## src/rtl/clk_div_pkg.sv

```systemverilog
// Shared constants and helpers for the programmable clock divider.
// Rates are expressed as half-periods of the 100 MHz system clock.
package clk_div_pkg;

  localparam int unsigned CLK_HZ = 100_000_000;

  // Half-period in system clock cycles for a target output frequency.
  function automatic int unsigned half_div(input int unsigned hz);
    return CLK_HZ / (2 * hz);
  endfunction

  localparam int unsigned DIV_1HZ    = half_div(1);     // 50_000_000
  localparam int unsigned DIV_9600HZ = half_div(9600);  // 5208

  typedef enum logic [1:0] {
    ChSync,
    ChFrozen,
    ChHalted,
    ChRun
  } ch_mode_e;

endpackage

```

## src/rtl/clk_div_channel.sv

```systemverilog
// One divider channel: a half-period counter with active/pending divisor registers,
// producing a 50% duty square wave and a one-cycle tick on every rising edge.
module clk_div_channel
  import clk_div_pkg::*;
#(
  parameter int unsigned CNT_W        = 27,
  parameter int unsigned DEF_HALF_DIV = DIV_9600HZ
) (
  input  logic             clk_i,
  input  logic             rst_i,
  input  logic             en_i,
  input  logic             sync_i,
  input  logic             wr_en_i,
  input  logic [CNT_W-1:0] wr_half_div_i,
  output logic             clk_out_o,
  output logic             tick_o,
  output logic             div_pending_o
);

  localparam logic [CNT_W-1:0] DefDiv = CNT_W'(DEF_HALF_DIV);
  localparam logic [CNT_W-1:0] One    = CNT_W'(1);

  logic [CNT_W-1:0] cnt_q, cnt_d;
  logic [CNT_W-1:0] active_q, active_d;
  logic [CNT_W-1:0] pending_q, pending_d;
  logic             div_pend_q, div_pend_d;
  logic             clk_q, clk_d;
  logic             tick_q, tick_d;
  // Set at a phase point: the first terminal count after it keeps the output low,
  // so the first rise lands a full period (2*div) after reset, sync or restart.
  logic             skip_q, skip_d;
  ch_mode_e         mode;

  always_comb begin
    if (sync_i) begin
      mode = ChSync;
    end else if (!en_i) begin
      mode = ChFrozen;
    end else if (active_q == '0) begin
      mode = ChHalted;
    end else begin
      mode = ChRun;
    end
  end

  always_comb begin
    cnt_d      = cnt_q;
    active_d   = active_q;
    pending_d  = pending_q;
    div_pend_d = div_pend_q;
    clk_d      = clk_q;
    tick_d     = 1'b0;
    skip_d     = skip_q;

    if (wr_en_i) begin
      pending_d  = wr_half_div_i;
      div_pend_d = 1'b1;
    end

    unique case (mode)
      ChSync: begin
        cnt_d      = '0;
        clk_d      = 1'b0;
        skip_d     = 1'b1;
        div_pend_d = 1'b0;
        if (wr_en_i) begin
          active_d = wr_half_div_i;
        end else if (div_pend_q) begin
          active_d = pending_q;
        end
      end
      ChFrozen: ;
      ChHalted: begin
        cnt_d  = '0;
        clk_d  = 1'b0;
        skip_d = 1'b1;
        if (div_pend_q) begin
          active_d   = pending_q;
          div_pend_d = wr_en_i;
        end
      end
      ChRun: begin
        if (cnt_q == active_q - One) begin
          cnt_d = '0;
          // A write landing on the boundary bypasses the pending register.
          if (wr_en_i) begin
            active_d   = wr_half_div_i;
            div_pend_d = 1'b0;
          end else if (div_pend_q) begin
            active_d   = pending_q;
            div_pend_d = 1'b0;
          end
          if (active_d == '0) begin
            clk_d  = 1'b0;
            skip_d = 1'b1;
          end else if (skip_q) begin
            skip_d = 1'b0;
          end else begin
            clk_d  = ~clk_q;
            tick_d = ~clk_q;
          end
        end else begin
          cnt_d = cnt_q + One;
        end
      end
      default: ;
    endcase
  end

  always_ff @(posedge clk_i or posedge rst_i) begin
    if (rst_i) begin
      cnt_q      <= '0;
      active_q   <= DefDiv;
      pending_q  <= DefDiv;
      div_pend_q <= 1'b0;
      clk_q      <= 1'b0;
      tick_q     <= 1'b0;
      skip_q     <= 1'b1;
    end else begin
      cnt_q      <= cnt_d;
      active_q   <= active_d;
      pending_q  <= pending_d;
      div_pend_q <= div_pend_d;
      clk_q      <= clk_d;
      tick_q     <= tick_d;
      skip_q     <= skip_d;
    end
  end

  assign clk_out_o     = clk_q;
  assign tick_o        = tick_q;
  assign div_pending_o = div_pend_q;

endmodule

```

## src/rtl/clk_divider_prog.sv

```systemverilog
// Runtime-programmable N-channel clock divider: per-channel square wave, rising-edge
// tick and divisor write port with boundary-aligned, glitch-free updates.
module clk_divider_prog
  import clk_div_pkg::*;
#(
  parameter int unsigned N_CH         = 2,
  parameter int unsigned CNT_W        = 27,
  parameter int unsigned CH_W         = 4,
  parameter int unsigned DEF_HALF_DIV = DIV_9600HZ
) (
  input  logic             clk_in,
  input  logic             rst,
  input  logic             en,
  input  logic             sync,
  input  logic             wr_en,
  input  logic [CH_W-1:0]  wr_ch,
  input  logic [CNT_W-1:0] wr_half_div,
  output logic [N_CH-1:0]  clk_out,
  output logic [N_CH-1:0]  tick,
  output logic [N_CH-1:0]  div_pending
);

  logic [N_CH-1:0] ch_wr;

  for (genvar i = 0; i < N_CH; i++) begin : g_ch
    localparam logic [CH_W-1:0] ChIdx = CH_W'(i);

    // Indices at or above N_CH never match, so such writes are dropped.
    assign ch_wr[i] = wr_en && (wr_ch == ChIdx);

    clk_div_channel #(
      .CNT_W        (CNT_W),
      .DEF_HALF_DIV (DEF_HALF_DIV)
    ) u_ch (
      .clk_i         (clk_in),
      .rst_i         (rst),
      .en_i          (en),
      .sync_i        (sync),
      .wr_en_i       (ch_wr[i]),
      .wr_half_div_i (wr_half_div),
      .clk_out_o     (clk_out[i]),
      .tick_o        (tick[i]),
      .div_pending_o (div_pending[i])
    );
  end

endmodule

```

## config.mk

```make
export PLATFORM = sky130hd
export DESIGN_NAME = clk_divider_prog
export DESIGN_NICKNAME = d
export VERILOG_FILES = /design/src/rtl/clk_div_pkg.sv /design/src/rtl/clk_div_channel.sv /design/src/rtl/clk_divider_prog.sv
export SDC_FILE = /design/constraint.sdc
export NUM_CORES = 1
export LEC_CHECK = 0
export ABC_AREA = 1
export BUFFER_PORTS_ARGS = -buffer_cell sky130_fd_sc_hd__buf_2
export CAP_MARGIN = 10
export CORE_ASPECT_RATIO = 1.4
export CORE_MARGIN = 5
export CORE_UTILIZATION = 25
export DETAILED_ROUTE_END_ITERATION = 12
export GPL_ROUTABILITY_DRIVEN = 0
export HOLD_SLACK_MARGIN = 0.05
export PLACE_DENSITY = 0.5
export SLEW_MARGIN = 20
export SYNTH_ARGS = -nofsm -noshare
export SYNTH_HDL_FRONTEND = slang
export SYNTH_SLANG_ARGS = --single-unit
export TNS_END_PERCENT = 1
```

## constraint.sdc

```tcl
create_clock -name clk_in -period 5.7 [get_ports clk_in]
set_input_delay 1.14 -clock clk_in [delete_from_list [all_inputs] [get_ports clk_in]]
set_output_delay 1.14 -clock clk_in [all_outputs]
set_load 0.05 [all_outputs]
```

==> key figures <==
Critical path
  – FF-to-FF path depth: 16
  – Worst EP arrival: 3.94 ns
  – Reg-to-reg endpoint: g_ch[1].u_ch.active_q[1]$_DFFE_PP0P_
  – Setup crit start kind: register
  – Crit. End Element: register
  – Reg2Reg Setup Slack: approximately 2.1 ns
  – Worst Path Required: approximately 6.1 ns
  – Worst-path fanout max: 48
  – RR Startpoint: g_ch[1].u_ch.active_q[0]$_DFFE_PP0P_
  – Critical path class: reg -> reg

Floorplanning
  – Die height: between 200 and 300 um
  – Die Width: slightly below 200 um
  – # rows: 96
  – Ports: between 40 and 50
  – Core Region: slightly below 0.05 sq mm
  – Die area: 0.05412 sq mm
  – Initial Util: ~25%

Timing
  – Hold slack: 0.4686 ns
  – Setup violations, final: 0
  – Tmin final: ~3.6 ns
  – F_max: 0.2780 GHz
  – Clk_skew: roughly 0.009 ns
  – Final Hold Violating Endpoints: 0
  – Fin Setup TNS: 0 ns
  – Slew HR: between 30 and 40%
  – RSZ-0062 raised after global routing: no
  – Tightest Pin Transition: between 0.9 and 1 ns
  – Max Slew Vio Count: 0
  – Final worst path period share: a little over three fifths

GRT
  – Vias in the first global route: about 12000
  – Initial antenna violation count: 2
  – Largest net degree at the start of global routing: roughly 130
  – All-Layer GR Usage: ~15%
  – First-pass GRT wire length: roughly 64000 um
  – GR Overflow Total: 0

CTS
  – CTS root buffer: clkbuf_16
  – Hold Buf Count CTS: 0
  – Num CTS Buffers: 17
  – CTS max path bufs: 2
  – Clock transition at the registers of the reported paths: about 0.070 ns
  – H-tree Lvls: 4
  – Post-CTS resize count: 0
  – TritonCTS clock tree: built
  – Clock Latency Late Sink: roughly 0.45 ns
  – Post-CTS Setup Inserts: 0
  – Clock sinks: 170

Logic synthesis
  – Post-Syn Area per Cell: ~6.4 sq um
  – Flip-flop and latch count after synthesis: 170
  – Syn. warnings: 0
  – Area share of the leading cell type in the synthesized netlist: 29.92%
  – Syn nets: just under 2000
  – Yosys cell types: 48
  – Post-Syn Instances: just under 2000
  – Synth area leader: dfrtp_1
  – Register area share after synthesis: between 30% and 40%
  – Mapped Area: between 0.01 and 0.015 sq mm
  – Dominant cells by area after synthesis: dfrtp_1 30%, nand2_1 23%, nor2_1 5.9%

Min path
  – Hold Path Sink: g_ch[0].u_ch.pending_q[6]$_DFFE_PP1P_
  – Hold Crit Start: g_ch[0].u_ch.pending_q[6]$_DFFE_PP1P_
  – Worst min path class: reg -> reg
  – Hold depth: 2

Drt
  – Antenna viol nets, final: 0
  – Initial DRC count: between 600 and 700
  – Vias post-DR: roughly 12000
  – Post-DR vias/cell: 4.671
  – # DRC: 0
  – Drt pass-1 iters: 5
  – Routed WL: 39720 um
  – WL/cell: roughly 15 um

Placed design
  – PortBufs: about 40
  – HPWL Detailed: 30880 um
  – Area after DPL: about 0.013 sq mm

Layout
  – Design Area, Final: between 0.01 and 0.015 sq mm
  – Layout cells sized above 1: around 8.4%
  – Nets: 1973
  – Ant. Diodes: 0
  – Synthesis-to-finish area growth: 11.13%
  – Layout Utilization: between 20 and 30%

Pwr
  – Pwr dens: approximately 520 mW/mm^2
  – Leak: approximately 6.8 nW
  – Power Total: between 7 and 8 mW
  – VDD IR-drop max: between 200 and 250 uV

Run status
  – Status: complete, no violations

Job
  – Maxcap violations: 0
state kept, by name, indices dropped and copies added (netlist names):
| name | count |
|---|---|
| g_ch.u_ch.clk_out_o | 2 |
| g_ch.u_ch.cnt_q | 54 |
| g_ch.u_ch.active_q | 54 |
| g_ch.u_ch.tick_o | 2 |
| g_ch.u_ch.skip_q | 2 |
| g_ch.u_ch.div_pending_o | 2 |
| g_ch.u_ch.pending_q | 54 |
cell usage after synthesis, drive strengths merged:
library cell  instances
a211oi                1
a21oi                35
a22oi                 4
a31oi                 2
and2                  3
and3                  3
buf                  29
clkbuf               41
clkinv                3
dfrtp               148
dfstp                22
ha                    4
inv                 177
mux2i                 5
nand2               764
nand3               126
nand3b               13
nand4                35
nor2                220
nor3                 24
nor3b                 5
nor4                  7
nor4b                 1
o211ai                1
o21ai               168
o21bai                4
o221ai                1
o22ai                 1
o31ai                 1
or2                   4
xnor2                27
xnor3                 1
xor2                 53
how the worst max path moves through the flow:
stage | from | slack, ns | end | cells after the start
3_5_place_dp | en | 2.06 | g_ch[1].u_ch.active_q[7]$_DFFE_PP0P_ | 7
2_1_floorplan | rst | 2.41 | g_ch[0].u_ch.active_q[0]$_DFFE_PP0P_ | 1
4_1_cts | g_ch[1].u_ch.active_q[0]$_DFFE_PP0P_ | 2.05 | g_ch[1].u_ch.active_q[1]$_DFFE_PP0P_ | 16
6_report | g_ch[1].u_ch.active_q[0]$_DFFE_PP0P_ | 2.10 | g_ch[1].u_ch.active_q[1]$_DFFE_PP0P_ | 16
3_3_place_gp | g_ch[0].u_ch.active_q[0]$_DFFE_PP0P_ | 2.12 | g_ch[0].u_ch.active_q[21]$_DFFE_PP0P_ | 11
5_1_grt | g_ch[1].u_ch.active_q[0]$_DFFE_PP0P_ | 1.64 | g_ch[1].u_ch.active_q[7]$_DFFE_PP0P_ | 16
per-layer routing:
layer  vias up  share of wire, %  routed length, um  global-route usage [%]
met5         -             0.058                 23                       0
met4         4               4.4               1761                   6.726
met3        80               2.9               1137                   2.265
met2       240                53              21210                   27.69
met1      5626                39              15590                   16.02
li1       6115                 -                  -                       -
report_power, final:
part           internal, mW  leakage, nW  switching (mW)
registers              1.50         2.21           0.353
clock network         0.780        0.307           0.511
logic                  1.31         4.27            2.73
total                  3.59         6.78            3.60
cells by family (layout without fill, tap and decap cells):
family / count (synthesis) / after routing / share of synthesized area (%)
AOI/OAI and AO/OA: 218 / 218 / 9.432
xor gates and xnor gates: 81 / 81 / 5.904
adders and majority gates: 4 / 4 / 0.4044
buffers and inverters: 250 / 263 / 8.360
DFF: 170 / 170 / 34.59
muxes: 5 / 5 / 0.4044
and+or+nand+nor: 1205 / 1205 / 40.90
metrics by stage:
| stage | instances | worst slack, ns |
|---|---|---|
| after floorplan | 1933 | 2.409 |
| after global placement | 2551 | 2.123 |
| after detailed placement | 2551 | 2.064 |
| after CTS | 2583 | 2.053 |
| after global routing | 2583 | 1.641 |
| final | 2583 | 2.103 |
layout make-up:
class | count | area (sq um)
clock buffer | 25 | 495.5
clock inverter | 7 | 137.6
fill | 5522 | 35250
inverter | 180 | 679.4
multi-input combinational | 1513 | 7071
sequential | 170 | 4282
tap | 637 | 797.0
timing repair buffer | 51 | 292.8
cells in the final DEF, fill, tap and decap left out, drive strengths merged:
cell type	synthesis	routed
a31oi	2	2
and2	3	3
o22ai	1	1
clkinvlp	0	2
and3	3	3
a211oi	1	1
nor3	24	24
xnor3	1	1
dfrtp	148	148
inv	177	176
xor2	53	53
nand4	35	35
nand3b	13	13
mux2i	5	5
nor3b	5	5
o211ai	1	1
nand3	126	126
xnor2	27	27
ha	4	4
a21oi	35	35
a22oi	4	4
buf	29	51
o21ai	168	168
nor4	7	7
nor4b	1	1
bufinv	0	4
o31ai	1	1
nand2	764	764
clkbuf	41	25
dfstp	22	22
clkinv	3	5
o21bai	4	4
o221ai	1	1
nor2	220	220
or2	4	4
worst max-delay path, stage by stage (launching register included):
cell and delay, ns:
dfrtp_1 0.41, inv_1 0.18, ha_1 0.37, nand2_4 0.14, nor2_2 0.18, nand2_1 0.11, nor2_2 0.12, nand2_1 0.08
nand3_1 0.11, nand2_1 0.07, nor2_1 0.12, nand2_1 0.07, nor2_1 0.10, nand2_1 0.09, nand2_4 0.37, nand2_2 0.60
o21ai_0 0.37
Power figures use the tool's default switching activity.
